File: src/rtl/shift_pkg.sv
// Definitions shared by the shift register and its downstream deserializer:
// the receive FSM state encoding and the shift-direction names.
package shift_pkg;

    typedef enum logic [1:0] {
        ST_IDLE      = 2'd0,
        ST_DATA      = 2'd1,
        ST_STOP      = 2'd2,
        ST_WAIT_IDLE = 2'd3
    } rx_state_t;

    localparam string DIR_LEFT  = "LEFT";
    localparam string DIR_RIGHT = "RIGHT";

endpackage

File: src/rtl/word_out_buffer.sv
// One-word valid/ready holding buffer for received words; a delivery into a
// full, unacknowledged buffer is dropped and latches the sticky overrun flag.
module word_out_buffer #(
    parameter int WIDTH = 8
) (
    input  logic             clock,
    input  logic             aclr,
    input  logic             sclr,
    input  logic             deliver,
    input  logic [WIDTH-1:0] word_in,
    input  logic             q_ready,
    output logic [WIDTH-1:0] q,
    output logic             q_valid,
    output logic             overrun
);

    logic [WIDTH-1:0] word_q, word_d;
    logic             valid_q, valid_d;
    logic             overrun_q, overrun_d;

    always_comb begin
        word_d    = word_q;
        valid_d   = valid_q;
        overrun_d = overrun_q;
        if (valid_q && q_ready) begin
            valid_d = 1'b0;
        end
        // A word being consumed this cycle frees the slot for a same-cycle delivery.
        if (deliver) begin
            if (!valid_q || q_ready) begin
                word_d  = word_in;
                valid_d = 1'b1;
            end else begin
                overrun_d = 1'b1;
            end
        end
    end

    always_ff @(posedge clock or posedge aclr) begin
        if (aclr) begin
            word_q    <= '0;
            valid_q   <= 1'b0;
            overrun_q <= 1'b0;
        end else if (sclr) begin
            word_q    <= '0;
            valid_q   <= 1'b0;
            overrun_q <= 1'b0;
        end else begin
            word_q    <= word_d;
            valid_q   <= valid_d;
            overrun_q <= overrun_d;
        end
    end

    assign q       = word_q;
    assign q_valid = valid_q;
    assign overrun = overrun_q;

endmodule

File: src/rtl/serial_word_deserializer.sv
// Receives UART-like frames (start 0, WIDTH data bits, stop 1) from an
// upstream shift register's serial output and hands each word to a one-word buffer.
module serial_word_deserializer
    import shift_pkg::*;
#(
    parameter int    WIDTH           = 8,
    parameter string SHIFT_DIRECTION = DIR_LEFT
) (
    input  logic             clock,
    input  logic             aclr,
    input  logic             sclr,
    input  logic             enable,
    input  logic             serial_in,
    output logic [WIDTH-1:0] q,
    output logic             q_valid,
    input  logic             q_ready,
    output logic             frame_err,
    output logic             overrun,
    output logic             busy
);

    localparam int CNT_W       = $clog2(WIDTH + 1);
    localparam bit SHIFT_RIGHT = (SHIFT_DIRECTION == DIR_RIGHT);

    rx_state_t        state_q, state_d;
    logic [WIDTH-1:0] shreg_q, shreg_d;
    logic [CNT_W-1:0] bit_cnt_q, bit_cnt_d;
    logic             frame_err_q, frame_err_d;
    logic             deliver_q, deliver_d;
    logic [WIDTH-1:0] shreg_shifted;

    generate
        if (SHIFT_RIGHT) begin : g_shift_right
            assign shreg_shifted = {serial_in, shreg_q[WIDTH-1:1]};
        end else begin : g_shift_left
            assign shreg_shifted = {shreg_q[WIDTH-2:0], serial_in};
        end
    endgenerate

    always_comb begin
        state_d     = state_q;
        shreg_d     = shreg_q;
        bit_cnt_d   = bit_cnt_q;
        frame_err_d = 1'b0;
        deliver_d   = 1'b0;
        if (enable) begin
            case (state_q)
                ST_IDLE: begin
                    if (!serial_in) begin
                        state_d   = ST_DATA;
                        bit_cnt_d = '0;
                    end
                end
                ST_DATA: begin
                    shreg_d   = shreg_shifted;
                    bit_cnt_d = bit_cnt_q + CNT_W'(1);
                    if (bit_cnt_q == CNT_W'(WIDTH - 1)) begin
                        state_d = ST_STOP;
                    end
                end
                ST_STOP: begin
                    // shreg is frozen outside DATA, so it is still intact when
                    // the buffer consumes it on the following edge.
                    if (serial_in) begin
                        deliver_d = 1'b1;
                        state_d   = ST_IDLE;
                    end else begin
                        frame_err_d = 1'b1;
                        state_d     = ST_WAIT_IDLE;
                    end
                end
                ST_WAIT_IDLE: begin
                    if (serial_in) begin
                        state_d = ST_IDLE;
                    end
                end
                default: state_d = ST_IDLE;
            endcase
        end
    end

    always_ff @(posedge clock or posedge aclr) begin
        if (aclr) begin
            state_q     <= ST_IDLE;
            shreg_q     <= '0;
            bit_cnt_q   <= '0;
            frame_err_q <= 1'b0;
            deliver_q   <= 1'b0;
        end else if (sclr) begin
            state_q     <= ST_IDLE;
            shreg_q     <= '0;
            bit_cnt_q   <= '0;
            frame_err_q <= 1'b0;
            deliver_q   <= 1'b0;
        end else begin
            state_q     <= state_d;
            shreg_q     <= shreg_d;
            bit_cnt_q   <= bit_cnt_d;
            frame_err_q <= frame_err_d;
            deliver_q   <= deliver_d;
        end
    end

    word_out_buffer #(
        .WIDTH(WIDTH)
    ) u_word_out_buffer (
        .clock   (clock),
        .aclr    (aclr),
        .sclr    (sclr),
        .deliver (deliver_q),
        .word_in (shreg_q),
        .q_ready (q_ready),
        .q       (q),
        .q_valid (q_valid),
        .overrun (overrun)
    );

    assign frame_err = frame_err_q;
    assign busy      = (state_q != ST_IDLE);

endmodule
File: config.mk
export PLATFORM = sky130hd
export DESIGN_NAME = serial_word_deserializer
export DESIGN_NICKNAME = d
export VERILOG_FILES = /design/src/rtl/shift_pkg.sv /design/src/rtl/word_out_buffer.sv /design/src/rtl/serial_word_deserializer.sv
export SDC_FILE = /design/constraint.sdc
export NUM_CORES = 1
export LEC_CHECK = 0
export CAP_MARGIN = 20
export CORE_MARGIN = 2
export CORE_UTILIZATION = 54
export CTS_BUF_LIST = sky130_fd_sc_hd__clkbuf_8
export CTS_CLUSTER_SIZE = 25
export DETAILED_ROUTE_END_ITERATION = 8
export GPL_TIMING_DRIVEN = 1
export PLACE_DENSITY_LB_ADDON = 0.12
export SYNTH_ARGS = -nofsm -noshare
export SYNTH_HDL_FRONTEND = slang
export SYNTH_SLANG_ARGS = --single-unit
File: constraint.sdc
create_clock -name clock -period 1.6 [get_ports clock]
set_input_delay 0.32 -clock clock [delete_from_list [all_inputs] [get_ports clock]]
set_output_delay 0.32 -clock clock [all_outputs]
set_load 0.01 [all_outputs]
After elaboration in Yosys (flattened, before gate mapping)
Cells that the tools add are included.
{"block": "totals", "input_bits": 6, "output_inout_bits": 12, "reg_bits": 26, "elab_cells": 64}
{"block": "op_classes", "n_mux": 32, "eq_ne": 8, "add_sub_neg": 1, "n_reduce_logical": 15}
{"op": "2-to-1 mux 8 bit", "count": 6}
{"op": "2-to-1 mux 1 bit", "count": 15}
{"op": "2-to-1 mux 2 bit", "count": 6}
{"op": "2-to-1 mux 4 bit", "count": 3}
{"op": "nonzero test 2 bit", "count": 5}
{"op": "inequality test 3 bit (second input constant)", "count": 3}
{"op": "one-hot mux 2 bit (4 select lines)", "count": 1}
{"op": "one-hot mux 4 bit (2 select lines)", "count": 1}
{"op": "AND reduction 2 bit", "count": 3}
{"op": "adder 4 x 1 -> 4 bit (second input constant)", "count": 1}
{"op": "== test 2 bit (second input constant)", "count": 2}
{"op": "== test 4 x 3 -> 1 bit (second input constant)", "count": 1}
{"op": "AND reduction 4 bit", "count": 1}
{"op": "AND reduction 3 bit", "count": 1}
{"op": "nonzero test 3 bit", "count": 1}
{"op": "== test 2 x 1 -> 1 bit (second input constant)", "count": 1}
{"op": "logical NOT 2 bit", "count": 1}
{"op": "inequality test 2 bit (second input constant)", "count": 1}
{"op": "logical AND 1 bit", "count": 1}
{"op": "logical NOT 1 bit", "count": 1}
{"op": "logical OR 1 bit", "count": 1}

Longest topological paths before layout
{"block": "logic_depth", "depth_word": 5, "depth_mapped": 5, "mapped_depth_nobuf": 4}

By module
From an unflattened synthesis, not the netlist that was laid out.
{"block": "hier_totals", "cells_unflattened": 111, "hier_area_um2": 1208.7}
{"mod": "serial_word_deserializer", "area_per_inst_um2": 719.4, "instances": 1, "seq_area_each_um2": 400.4, "cells_per_inst": 68}
{"mod": "word_out_buffer", "area_per_inst_um2": 489.2, "instances": 1, "seq_area_each_um2": 250.2, "cells_per_inst": 43}

Worst setup path before layout
No wires, ideal clock.
{"block": "synth_path", "path_type": "register -> register", "start": "register state_q[1]", "end": "register state_q[0]", "required_time_ns": 1.472, "path_buffers": 0, "stages_incl_launch_ff": 5, "t_arrival_ns": 1.258, "period_less_slack_ns": 1.385, "path_slack_ns": 0.215, "setup_time_ns": 0.128, "cell_sequence": "dfrtp_1 inv_1 o21ai_1 a221oi_2 mux2_1"}
{"block": "synth_between", "elab_chain_len": 4, "elab_cells_between_ends": 11, "cone_classes": "eq/ne (6); mux (3); reduce/logical (2)"}
{"element": "start, declared", "line_no": "serial_word_deserializer.sv:25", "rtl": "rx_state_t state_q, state_d;"}
{"element": "start signal, assigned", "line_no": "serial_word_deserializer.sv:96", "rtl": "state_q <= state_d;"}
{"element": "== test 2 bit (tied with other cells)", "line_no": "serial_word_deserializer.sv:47", "rtl": "case (state_q)"}
{"element": "one-hot mux 2 bit (4 select lines)", "line_no": "serial_word_deserializer.sv:47"}
{"element": "2-to-1 mux 2 bit", "line_no": "serial_word_deserializer.sv:46", "rtl": "if (enable) begin"}
{"element": "2-to-1 mux 2 bit", "line_no": "serial_word_deserializer.sv:89", "rtl": "end else if (sclr) begin"}
Several ways; a longest one is shown, not always the timed one. The select of a mux whose other input is x is not followed.
A chain may end at the register's enable or synchronous reset.

Worst setup path in the final report
{"block": "layout_path", "start": "input port sclr", "end": "register state_q[1]"}
{"block": "layout_between", "elab_chain_len": 2, "elab_cells_between_ends": 6, "cone_classes": "eq/ne (3); mux (1); reduce/logical (2)"}
{"element": "start, declared", "line_no": "serial_word_deserializer.sv:11", "rtl": "input logic sclr,"}
{"element": "inequality test 3 bit (no source line) / nonzero test 2 bit (equally long branches)"}
{"element": "AND reduction 4 bit (no source line)"}
Several ways; a longest one is shown, not always the timed one.

==> flow_summary_export.csv <==
group,metric,value,unit
timing,clock_skew,0.00246,ns
clock_tree,clk_latency,0.26,ns
setup_path,crit_required,1.75,ns
run_status,status,"finished clean",
run,maxCapViolCount,0,
synthesis,synth-adder-area-share,1.07,%
detailed_routing,wl_met2,1080,um
power_and_ir_drop,p_clk_share,31.0,%
power_and_ir_drop,p_seq_share,42.8,%
clock_tree,path_clk_slew,0.09,ns
synthesis,synth_area,1170,um2
synthesis,ys_types,28,
timing,slew_headroom,77.8,%
grt,gr-total-overflow,0,
timing,rsz0062_at_grt,"no",
detailed_routing,dr.first_iter.drc_count,14,
floorplanning,coreArea,2000,um2
floorplanning,rows,16,
synthesis,synthMuxAreaShare,15.6,%
synthesis,synth-edff-count,0,
power_and_ir_drop,vdd.ir_drop.worst,1.03,mV
floorplanning,dieArea,2550,um2
detailed_routing,vias,845,
detailed_routing,avgViaCountPerCell,5.22,
finish,stdcell_count,162,
synthesis,syn_avg_cell_area,11.2,um2
place,dp_hpwl,1470,um
synthesis,yosys.area_share.simple,16.2,%
place,numPortBuffers,17,
finish,final_common_cell,"dfrtp_1",
clock_tree,root_buffer,"clkbuf_8",
hold_path,hold_path_class,"input port to async pin",
synthesis,ys_warn_count,0,
synthesis,synthFlopType,"dfrtp_1",
setup_path,cpPeakStageDelay,0.61,ns
setup_path,r2r_start,"state_q[1]",
setup_path,arrival,1.68,ns
finish,drive_gt1_share,17.8,%
timing,finalCritPeriodShare,95.8,%
detailed_routing,wl,2040,um
detailed_routing,drt_pass1_iterations,4,
power_and_ir_drop,powerDensity,1100,nW/um2
power_and_ir_drop,p_comb_share,26.2,%
setup_path,rr_worst_depth,4,
power_and_ir_drop,p_sw,433,uW
detailed_routing,avgRoutedWirePerCell,12.6,um
power_and_ir_drop,power.internal,1270,uW
synthesis,synth_top_family_by_area,"simple AND/OR/NAND/NOR gates",
place,dp_cells,156,
floorplanning,die_h,50.5,um
timing,slew_violations,0,
finish,regArea,652,um2
synthesis,ys_ff_latch,26,
synthesis,synth_compound_area_share,7.92,%
synthesis,netlist_instances,104,
finish,syn2layout_area_growth,32.1,%
clock_tree,clock_path_buffers,2,
clock_tree,cts_htree_levels,1,
place,gp_congestion,0.777,
setup_path,crit_buf_inv,1,
clock_tree,cts.sinks,26,
finish,finish.net_count,143,
finish,multi_input_comb_area,477,um2
power_and_ir_drop,leakagePower,0.000814,uW
grt,grt_pass1_wl,3510,um
finish,fillCellCount,140,
floorplanning,io_pins,18,
timing,hold_violations,0,
synthesis,synth_nets,111,
clock_tree,cts_buffers,3,
finish,final_cell_mix,"25 x dfrtp_1, 19 x nor2_1, 16 x mux2i_1, 16 x clkdlybuf4s50_1, 14 x buf_4",
setup_path,critPathSlowestCell,"clkdlybuf4s50_1",
setup_path,crit_chain,"clkdlybuf4s50_1 > nor2b_1 > a221oi_2 > mux2_1",
detailed_routing,wl_met1,902,um
detailed_routing,highest_layer,"met4",
synthesis,synthXorXnorAreaFrac,0,%
clock_tree,cts_tree,"done",
detailed_routing,ant_nets,0,
setup_path,reg2reg_to,"state_q[1]",
setup_path,crit_path_end_kind,"flop",
grt,grt_max_degree,27,
setup_path,worstPathMaxFanout,7,
power_and_ir_drop,switching_share,25.5,%
detailed_routing,drc_errors,0,
floorplanning,start_util,58.4,%
setup_path,reg2reg_setup_slack,0.11,ns
grt,grtUsageTotal,18.4,%
timing,max_freq,653,MHz
grt,grt_pass1_vias,851,
grt,antenna_found_initial,0,
timing,setup_violations,0,
synthesis,yosysSeqAreaShare,55.7,%
power_and_ir_drop,finalPower,1700,uW
timing,setup_tns,0,ns
finish,diodes,0,
timing,fin_crit,1.53,ns
detailed_routing,wl_met3,48,um
setup_path,critPathTopFamily,"buffers and inverters",
setup_path,path_class,"input port to flop",
clock_tree,hold_buffers,0,
floorplanning,die_w,50.5,um
synthesis,async_flop_share,100,%
setup_path,cp-start-kind,"input port",
timing,worstMarginPinSlew,0.332,ns
## cell type report
class	instances	share of cell area, %
Clock buffer	3	2.67
Clock inverter	1	1.94
Inverter	4	0.972
Multi-Input combinational cell	69	30.9
Sequential cell	26	42.2
Tap cell	27	2.19
Timing Repair Buffer	32	19.1
## power groups by stage
stage	combinational (uW)	sequential, uW	clock, uW
5_1_grt	489	735	568
4_1_cts	440	727	539
2_1_floorplan	276	736	0
3_3_place_gp	399	745	0
3_5_place_dp	409	747	0
6_report	446	727	527
## logic make-up after synthesis
family / Yosys count
AOI/OAI and AO/OA: 13
adders and majority gates: 1
buffers and inverters: 9
DFF: 26
muxes: 18
and+or+nand+nor: 37
## timing repair
| item | in CTS | in global routing |
|---|---|---|
| pin swaps | 0 | 0 |
| resized for setup | 2 | 1 |
| gates cloned | 0 | 0 |
| endpoints found under the hold margin | 0 | 0 |
| buffers inserted | 2 | 0 |
| setup endpoints to repair | 1 | 1 |
## worst max path at each step
| stage | startpoint | slack [ns] | to | depth (start not counted) |
|---|---|---|---|---|
| 2_1_floorplan | state_q[1] | 0.21 | state_q[0] | 4 |
| 3_3_place_gp | sclr | -0.15 | state_q[0] | 4 |
| 3_5_place_dp | sclr | -0.21 | state_q[1] | 4 |
| 4_1_cts | state_q[1] | 0.03 | busy | 2 |
| 5_1_grt | sclr | 0.005 | state_q[1] | 4 |
| 6_report | sclr | 0.07 | state_q[1] | 4 |
## per-stage QoR
stage / hold slack, ns / util, % / area (um2) / setup WS [ns]
after floorplan: 0.360 / - / 1170 / 0.215
after global placement: 0.470 / 72.8 / 1460 / -0.152
after detailed placement: 0.481 / 72.8 / 1460 / -0.209
after CTS: 0.427 / 77.1 / 1540 / 0.0283
after global routing: 0.473 / 77.1 / 1540 / 0.00545
final: 0.414 / 77.1 / 1540 / 0.0680
## per-layer routing
layer	global-route usage (%)	vias up
met5	0	-
met1	20.1	418
met2	34.9	12
li1	-	413
met4	8.11	0
met3	2.68	2
## Yosys cell counts (2+ instances only)
cell | number | area (um2)
nor2_1 | 19 | 71.3
dfrtp_1 | 26 | 651
mux2_1 | 2 | 22.5
o21ai_0 | 3 | 15.0
nor2b_1 | 5 | 31.3
nand2_1 | 2 | 7.51
nand2b_1 | 4 | 25.0
inv_1 | 4 | 15.0
o21ai_1 | 2 | 10.0
buf_2 | 3 | 15.0
a21oi_1 | 2 | 10.0
mux2i_1 | 16 | 160
## worst min-delay path: stages
cell and delay [ns]:
clkdlybuf4s50_1 0.40, inv_1 0.06, buf_4 0.30
## flip-flops by register name (all words and copies together), names as in the netlist
name                       count
bit_cnt_q                      4
deliver_q                      1
shreg_q                        8
u_word_out_buffer.q_valid      1
u_word_out_buffer.overrun      1
frame_err                      1
state_q                        2
u_word_out_buffer.q            8
(Power assumes the default switching activity.)
